===== src/rtl/product_bcd_display_pkg.sv =====
// Shared definitions for the product display path: FSM states, active-high
// 7-segment codes ({g,f,e,d,c,b,a}) and the double-dabble nibble adjust.
package product_bcd_display_pkg;

    typedef enum logic {
        ST_IDLE,
        ST_CONV
    } state_e;

    localparam int BCD_W = 12;

    localparam logic [6:0] SEG_0     = 7'h3F;
    localparam logic [6:0] SEG_1     = 7'h06;
    localparam logic [6:0] SEG_2     = 7'h5B;
    localparam logic [6:0] SEG_3     = 7'h4F;
    localparam logic [6:0] SEG_4     = 7'h66;
    localparam logic [6:0] SEG_5     = 7'h6D;
    localparam logic [6:0] SEG_6     = 7'h7D;
    localparam logic [6:0] SEG_7     = 7'h07;
    localparam logic [6:0] SEG_8     = 7'h7F;
    localparam logic [6:0] SEG_9     = 7'h6F;
    localparam logic [6:0] SEG_BLANK = 7'h00;

    // Every BCD nibble of 5 or more gets +3 ahead of the next left shift.
    function automatic logic [BCD_W-1:0] dd_adjust(input logic [BCD_W-1:0] s);
        logic [BCD_W-1:0] r;
        r = s;
        for (int unsigned n = 0; n < 3; n++) begin
            if (r[4*n +: 4] >= 4'd5) begin
                r[4*n +: 4] = r[4*n +: 4] + 4'd3;
            end
        end
        return r;
    endfunction

endpackage


===== src/rtl/product_bcd_display_if.sv =====
// Bus between the multiplier (master) and the BCD/FND display stage (slave).
interface product_bcd_display_if #(
    parameter int WIDTH = 8
);
    logic             valid_in;
    logic [WIDTH-1:0] product_in;
    logic             busy;
    logic             done;
    logic [3:0]       bcd_hundreds;
    logic [3:0]       bcd_tens;
    logic [3:0]       bcd_ones;
    logic [6:0]       fnd_01;
    logic [6:0]       fnd_02;
    logic [6:0]       fnd_03;

    modport master (
        output valid_in, product_in,
        input  busy, done, bcd_hundreds, bcd_tens, bcd_ones,
        input  fnd_01, fnd_02, fnd_03
    );

    modport slave (
        input  valid_in, product_in,
        output busy, done, bcd_hundreds, bcd_tens, bcd_ones,
        output fnd_01, fnd_02, fnd_03
    );
endinterface


===== src/rtl/product_bcd_display_fnd_decoder.sv =====
// Combinational BCD digit to active-high 7-segment decoder; codes 10..15 blank.
module fnd_decoder
    import product_bcd_display_pkg::*;
(
    input  logic [3:0] digit_i,
    input  logic       blank_i,
    output logic [6:0] seg_o
);

    always_comb begin
        seg_o = SEG_BLANK;
        if (!blank_i) begin
            case (digit_i)
                4'd0:    seg_o = SEG_0;
                4'd1:    seg_o = SEG_1;
                4'd2:    seg_o = SEG_2;
                4'd3:    seg_o = SEG_3;
                4'd4:    seg_o = SEG_4;
                4'd5:    seg_o = SEG_5;
                4'd6:    seg_o = SEG_6;
                4'd7:    seg_o = SEG_7;
                4'd8:    seg_o = SEG_8;
                4'd9:    seg_o = SEG_9;
                default: seg_o = SEG_BLANK;
            endcase
        end
    end

endmodule


===== src/rtl/product_bcd_display.sv =====
// Captures a product, converts it to three BCD digits by sequential
// double-dabble (one step per clock) and drives three 7-segment displays.
module product_bcd_display
    import product_bcd_display_pkg::*;
#(
    parameter int WIDTH          = 8,
    parameter int SEG_ACTIVE_LOW = 1,
    parameter int BLANK_LZ       = 1
) (
    input  logic                  clk,
    input  logic                  n_rst,
    product_bcd_display_if.slave  bus
);

    localparam logic [3:0] LAST_STEP = 4'(WIDTH - 1);

    state_e             state_q, state_d;
    logic [WIDTH-1:0]   shift_q, shift_d;
    logic [BCD_W-1:0]   scr_q,   scr_d;
    logic [3:0]         cnt_q,   cnt_d;
    logic               pend_q,  pend_d;
    logic [WIDTH-1:0]   pval_q,  pval_d;
    logic [BCD_W-1:0]   bcd_q,   bcd_d;
    logic               done_q,  done_d;
    logic [BCD_W+WIDTH-1:0] step_w;

    always_ff @(posedge clk or negedge n_rst) begin
        if (!n_rst) begin
            state_q <= ST_IDLE;
            shift_q <= '0;
            scr_q   <= '0;
            cnt_q   <= '0;
            pend_q  <= 1'b0;
            pval_q  <= '0;
            bcd_q   <= '0;
            done_q  <= 1'b0;
        end else begin
            state_q <= state_d;
            shift_q <= shift_d;
            scr_q   <= scr_d;
            cnt_q   <= cnt_d;
            pend_q  <= pend_d;
            pval_q  <= pval_d;
            bcd_q   <= bcd_d;
            done_q  <= done_d;
        end
    end

    always_comb begin
        state_d = state_q;
        shift_d = shift_q;
        scr_d   = scr_q;
        cnt_d   = cnt_q;
        pend_d  = pend_q;
        pval_d  = pval_q;
        bcd_d   = bcd_q;
        done_d  = 1'b0;
        step_w  = {dd_adjust(scr_q), shift_q} << 1;

        case (state_q)
            ST_IDLE: begin
                if (bus.valid_in) begin
                    shift_d = bus.product_in;
                    scr_d   = '0;
                    cnt_d   = '0;
                    state_d = ST_CONV;
                end
            end
            ST_CONV: begin
                {scr_d, shift_d} = step_w;
                cnt_d            = cnt_q + 4'd1;
                if (bus.valid_in) begin
                    pend_d = 1'b1;
                    pval_d = bus.product_in;
                end
                // A request arriving on the final step restarts directly, bypassing the slot.
                if (cnt_q == LAST_STEP) begin
                    bcd_d  = step_w[BCD_W+WIDTH-1:WIDTH];
                    done_d = 1'b1;
                    if (bus.valid_in || pend_q) begin
                        shift_d = bus.valid_in ? bus.product_in : pval_q;
                        scr_d   = '0;
                        cnt_d   = '0;
                        pend_d  = 1'b0;
                    end else begin
                        state_d = ST_IDLE;
                    end
                end
            end
            default: state_d = ST_IDLE;
        endcase
    end

    logic [3:0] hund, tens, ones;
    logic       blank_h, blank_t;
    logic [6:0] seg_h, seg_t, seg_o;

    assign hund    = bcd_q[11:8];
    assign tens    = bcd_q[7:4];
    assign ones    = bcd_q[3:0];
    assign blank_h = (BLANK_LZ != 0) && (hund == 4'd0);
    assign blank_t = blank_h && (tens == 4'd0);

    fnd_decoder u_dec_ones (.digit_i(ones), .blank_i(1'b0),    .seg_o(seg_o));
    fnd_decoder u_dec_tens (.digit_i(tens), .blank_i(blank_t), .seg_o(seg_t));
    fnd_decoder u_dec_hund (.digit_i(hund), .blank_i(blank_h), .seg_o(seg_h));

    assign bus.busy         = (state_q == ST_CONV);
    assign bus.done         = done_q;
    assign bus.bcd_hundreds = hund;
    assign bus.bcd_tens     = tens;
    assign bus.bcd_ones     = ones;
    assign bus.fnd_01       = (SEG_ACTIVE_LOW != 0) ? ~seg_o : seg_o;
    assign bus.fnd_02       = (SEG_ACTIVE_LOW != 0) ? ~seg_t : seg_t;
    assign bus.fnd_03       = (SEG_ACTIVE_LOW != 0) ? ~seg_h : seg_h;

endmodule


===== src/flat_wrapper.sv =====
// flat-port wrapper written by rule: the top's interface ports become plain ports
module product_bcd_display_flat import product_bcd_display_pkg::*;
#(
    parameter int WIDTH          = 8,
    parameter int SEG_ACTIVE_LOW = 1,
    parameter int BLANK_LZ       = 1
)
  (clk, n_rst, bus_valid_in, bus_product_in, bus_busy, bus_done, bus_bcd_hundreds, bus_bcd_tens, bus_bcd_ones, bus_fnd_01, bus_fnd_02, bus_fnd_03);
  product_bcd_display_if #(.WIDTH(WIDTH)) bus_i ();
  input  logic clk;
  input  logic n_rst;
  input wire logic [$bits(bus_i.valid_in)-1:0] bus_valid_in;
  input wire logic [$bits(bus_i.product_in)-1:0] bus_product_in;
  output wire logic [$bits(bus_i.busy)-1:0] bus_busy;
  output wire logic [$bits(bus_i.done)-1:0] bus_done;
  output wire logic [$bits(bus_i.bcd_hundreds)-1:0] bus_bcd_hundreds;
  output wire logic [$bits(bus_i.bcd_tens)-1:0] bus_bcd_tens;
  output wire logic [$bits(bus_i.bcd_ones)-1:0] bus_bcd_ones;
  output wire logic [$bits(bus_i.fnd_01)-1:0] bus_fnd_01;
  output wire logic [$bits(bus_i.fnd_02)-1:0] bus_fnd_02;
  output wire logic [$bits(bus_i.fnd_03)-1:0] bus_fnd_03;
  assign bus_i.valid_in = bus_valid_in;
  assign bus_i.product_in = bus_product_in;
  assign bus_busy = bus_i.busy;
  assign bus_done = bus_i.done;
  assign bus_bcd_hundreds = bus_i.bcd_hundreds;
  assign bus_bcd_tens = bus_i.bcd_tens;
  assign bus_bcd_ones = bus_i.bcd_ones;
  assign bus_fnd_01 = bus_i.fnd_01;
  assign bus_fnd_02 = bus_i.fnd_02;
  assign bus_fnd_03 = bus_i.fnd_03;
  product_bcd_display #(.WIDTH(WIDTH), .SEG_ACTIVE_LOW(SEG_ACTIVE_LOW), .BLANK_LZ(BLANK_LZ)) u_core (.clk(clk), .n_rst(n_rst), .bus(bus_i));
endmodule

===== config.mk =====
export PLATFORM = sky130hd
export DESIGN_NAME = product_bcd_display_flat
export DESIGN_NICKNAME = d
export VERILOG_FILES = /design/src/rtl/product_bcd_display_pkg.sv /design/src/rtl/product_bcd_display_if.sv /design/src/rtl/product_bcd_display_fnd_decoder.sv /design/src/rtl/product_bcd_display.sv /design/src/flat_wrapper.sv
export SDC_FILE = /design/constraint.sdc
export NUM_CORES = 1
export LEC_CHECK = 0
export BUFFER_PORTS_ARGS = -buffer_cell sky130_fd_sc_hd__buf_2
export CORE_MARGIN = 2
export CORE_UTILIZATION = 50
export DETAILED_ROUTE_END_ITERATION = 12
export PLACE_DENSITY = 0.73
export SLEW_MARGIN = 20
export SYNTH_ARGS = -nofsm -noshare
export SYNTH_HDL_FRONTEND = slang
export SYNTH_SLANG_ARGS = --single-unit
export TNS_END_PERCENT = 50

===== constraint.sdc =====
create_clock -name clk -period 1.7 [get_ports clk]
set_clock_uncertainty 0.05 [all_clocks]
set_input_delay 0.255 -clock clk [delete_from_list [all_inputs] [get_ports clk]]
set_output_delay 0.255 -clock clk [all_outputs]
set_load 0.02 [all_outputs]

==> impl_results.md <==
* Clock period minus worst slack at 1990 ps
* CTS tree: built
* # rows at 27
* Fin crit share at 1.17
* Synthesized area at 2870 sq um
* Routing usage on met2 at 0.357
* FF+latch count, synth at between 40 and 50
* WP data required at 1390 ps
* Maximum vdd drop at 1.47 mV
* Stages on worst setup path at 5
* CTS clk-pin slew, worst paths at 90 ps
* I/O Buffers at 45
* R2r setup slk at approximately 100 ps
* Least-Margin Pin Slew at 478 ps
* Antenna Nets Post-Route at 0
* RSZ-0062 raised after global routing: yes
* Area Overhead vs Synth at 34.7%
* I/O Pins at 46
* Gr busiest metal: met2
* Commonest non-fill, non-tap cell in the layout: dfrtp_1
* Share of cells above drive strength 1 at 0.416
* Residual DRC count at 0
* Status: finished with violations
* F_max at between 500 and 600 MHz
* Initial core utilization at 0.518
* Syn. warnings at 0
* Die W at about 80 microns
* Worst Setup EP: bus_fnd_03[3]
* WL/cell at between 10 and 15 microns
* Largest net degree at the start of global routing at 29
* Die H at approximately 80 microns
* Worst hold path type: primary input to flip-flop
* Leakage at 1.79 nW
* Avg Cell Area, Syn at 9.38 sq um
* Worst Setup SP: u_core.bcd_q[8]
* Core area at 5540 sq um
* First-pass GRT wire length at between 10000 and 15000 microns
* DRT iter0 DRCs at 92
* Worst-skew pair later-pin latency at 300 ps
* Crit-path max cell delay at 450 ps
* Placed wire-length estimate at roughly 4500 microns
* Clk root buf: clkbuf_8
* Setup violations, final at 19
* Worst Reg-to-Reg Cells at 5
* Critical-path cell list: ha_4 > or3_4 > a21oi_4 > a31oi_2 > buf_4
* Synthesized instance count at 306
* Worst setup margin at -286 ps
* Clk sink count at 47
* Slew headroom at 0.681
* Num CTS Buffers at 5
* Slowest stage cell, crit path: dfrtp_2
* Worst flop-to-flop path endpoint: u_core.scr_q[7]
* Met3 global-route usage at 0.0385
* Routed wire length at 6600 microns
* Clock Path Buffers at 2
* Slew Viols, Final at 0
* Die ar. at 6360 sq um
* Layout Cells excl Fill at 454
* CP delay by family, top: flip-flops
* Placed Cells at 437
* GR Layer Usage met1 at 0.254
* CP arrival at 1680 ps
* Drt pass-1 iters at 4
* Synthesized Nets at 340
* Worst-path fanout max at 3
* Final Hold Vio Count at 0
* Vias in the first global route at 2328
* Sequential fraction of the synthesis area at 0.410
* Yosys cell types at 44
* Synth Flop Type: dfrtp_1
* H-tree depth at 2
* Via-to-Cell Ratio at 5.63
* Nets at 415
* RR Startpoint: u_core.cnt_q[0]
* Crit Path Class: flip-flop to primary output
* Global placer's final weighted congestion at ~0.8
* CP Launch Type: flip-flop
* Most frequent cells in the layout: 41 x dfrtp_1, 36 x buf_4, 34 x nand2_1
* Max Cap Viol at 0
* Initial antenna violation count at 0
* Post-synth EDFFs at 0
* Worst path bufs/invs at 1
* Global route total overflow at 0
* Power per cell area at 2210 nW/um^2
* N_diodes at 0
* Failing checks: setup timing
* Post-synth ARST share at 1.00
* Via count at between 2000 and 3000
* Crit. End Element: primary output
* Tot Pwr at 8.56 mW
* Tot GR Track Use at 0.205
-- power by group --
| group | internal, mW | total [mW] | switching (mW) |
|---|---|---|---|
| registers | 1.57 | 2.06 | 0.488 |
| logic | 2.65 | 5.66 | 3.01 |
| clock network | 0.476 | 0.843 | 0.367 |
| total | 4.69 | 8.56 | 3.87 |
-- synth_stat cells (6+ instances only) --
master    instances  share of area
dfrtp_1          47           0.41
nand2_1          34          0.044
o21ai_0          29          0.051
a21oi_1          28          0.049
inv_1            24          0.031
ha_1             23           0.10
nor2_1           19          0.025
mux2_2           11          0.043
a22oi_1           8          0.021
clkbuf_1          7         0.0092
nand2b_1          7          0.015
o221ai_1          7          0.021
nor3b_1           6          0.016
-- layout make-up --
type	instances	area, sq um
multi-input cells	220	1740
flip-flops and latches	47	1180
well taps	72	90.1
inverters	24	95.1
fillers	387	1670
repair buffers	83	641
clock inverters	2	35.0
clock buffers	6	82.6
-- timing repair --
| action | 4_1_cts | 5_1_grt |
|---|---|---|
| resized for setup | 55 | 40 |
| setup buffers | 7 | 2 |
| endpoints found under the setup margin | 23 | 28 |
| hold buffers | 1 | 0 |
| endpoints found under the hold margin | 19 | 0 |
| pin swaps | 14 | 18 |
-- metal layers --
metal / share of wire / vias up
met1: 0.44 / 1230
met4: 0.018 / 0
met5: 0 / -
li1: - / 1229
met3: 0.041 / 13
met2: 0.50 / 82
-- per-stage QoR --
stage	utilization	setup WS, ps	setup TNS, ps	instance area, sq um	hold WS [ps]
after floorplan	-	-0.273	-1.64	2890	-90.6
final	0.698	-286	-3030	3870	143
after global routing	0.698	-328	-4210	3870	145
after detailed placement	0.604	-24.9	-61.5	3350	189
after global placement	0.604	16.9	0	3350	187
after CTS	0.671	-296	-2630	3720	137
-- cell families after synthesis --
kind of cell | count (synthesis) | share of synthesized area
compound gates | 97 | 0.213
simple gates | 84 | 0.153
flops | 47 | 0.410
buf+inv | 39 | 0.0658
fa+ha+maj | 23 | 0.100
mux | 12 | 0.0466
xor+xnor | 4 | 0.0122
-- state kept, by name (all words and copies together), names as in the netlist --
| register | count |
|---|---|
| u_core.bcd_q | 12 |
| u_core.bus.busy | 1 |
| u_core.bus.done | 1 |
| u_core.cnt_q | 4 |
| u_core.pend_q | 1 |
| u_core.pval_q | 8 |
| u_core.scr_q | 12 |
| u_core.shift_q | 8 |
-- worst min path at each step --
stage                 startpoint           endpoint  slack (ps)  cells after the start
6_report       bus_product_in[5]  u_core.shift_q[5]         140                      3
5_1_grt        bus_product_in[4]   u_core.pval_q[4]         150                      2
4_1_cts        bus_product_in[5]  u_core.shift_q[5]         140                      3
3_5_place_dp               n_rst  u_core.shift_q[4]         190                      1
3_3_place_gp               n_rst   u_core.pval_q[4]         190                      1
2_1_floorplan              n_rst    u_core.bcd_q[0]         -90                      0
-- worst min-delay path: cells and delay by family --
kind	cells	cell delay [ps]
buffers and inverters	1	90
and+or+nand+nor	1	60
AOI/OAI and AO/OA	1	60
Note: power is estimated with default switching activity, not from simulation.
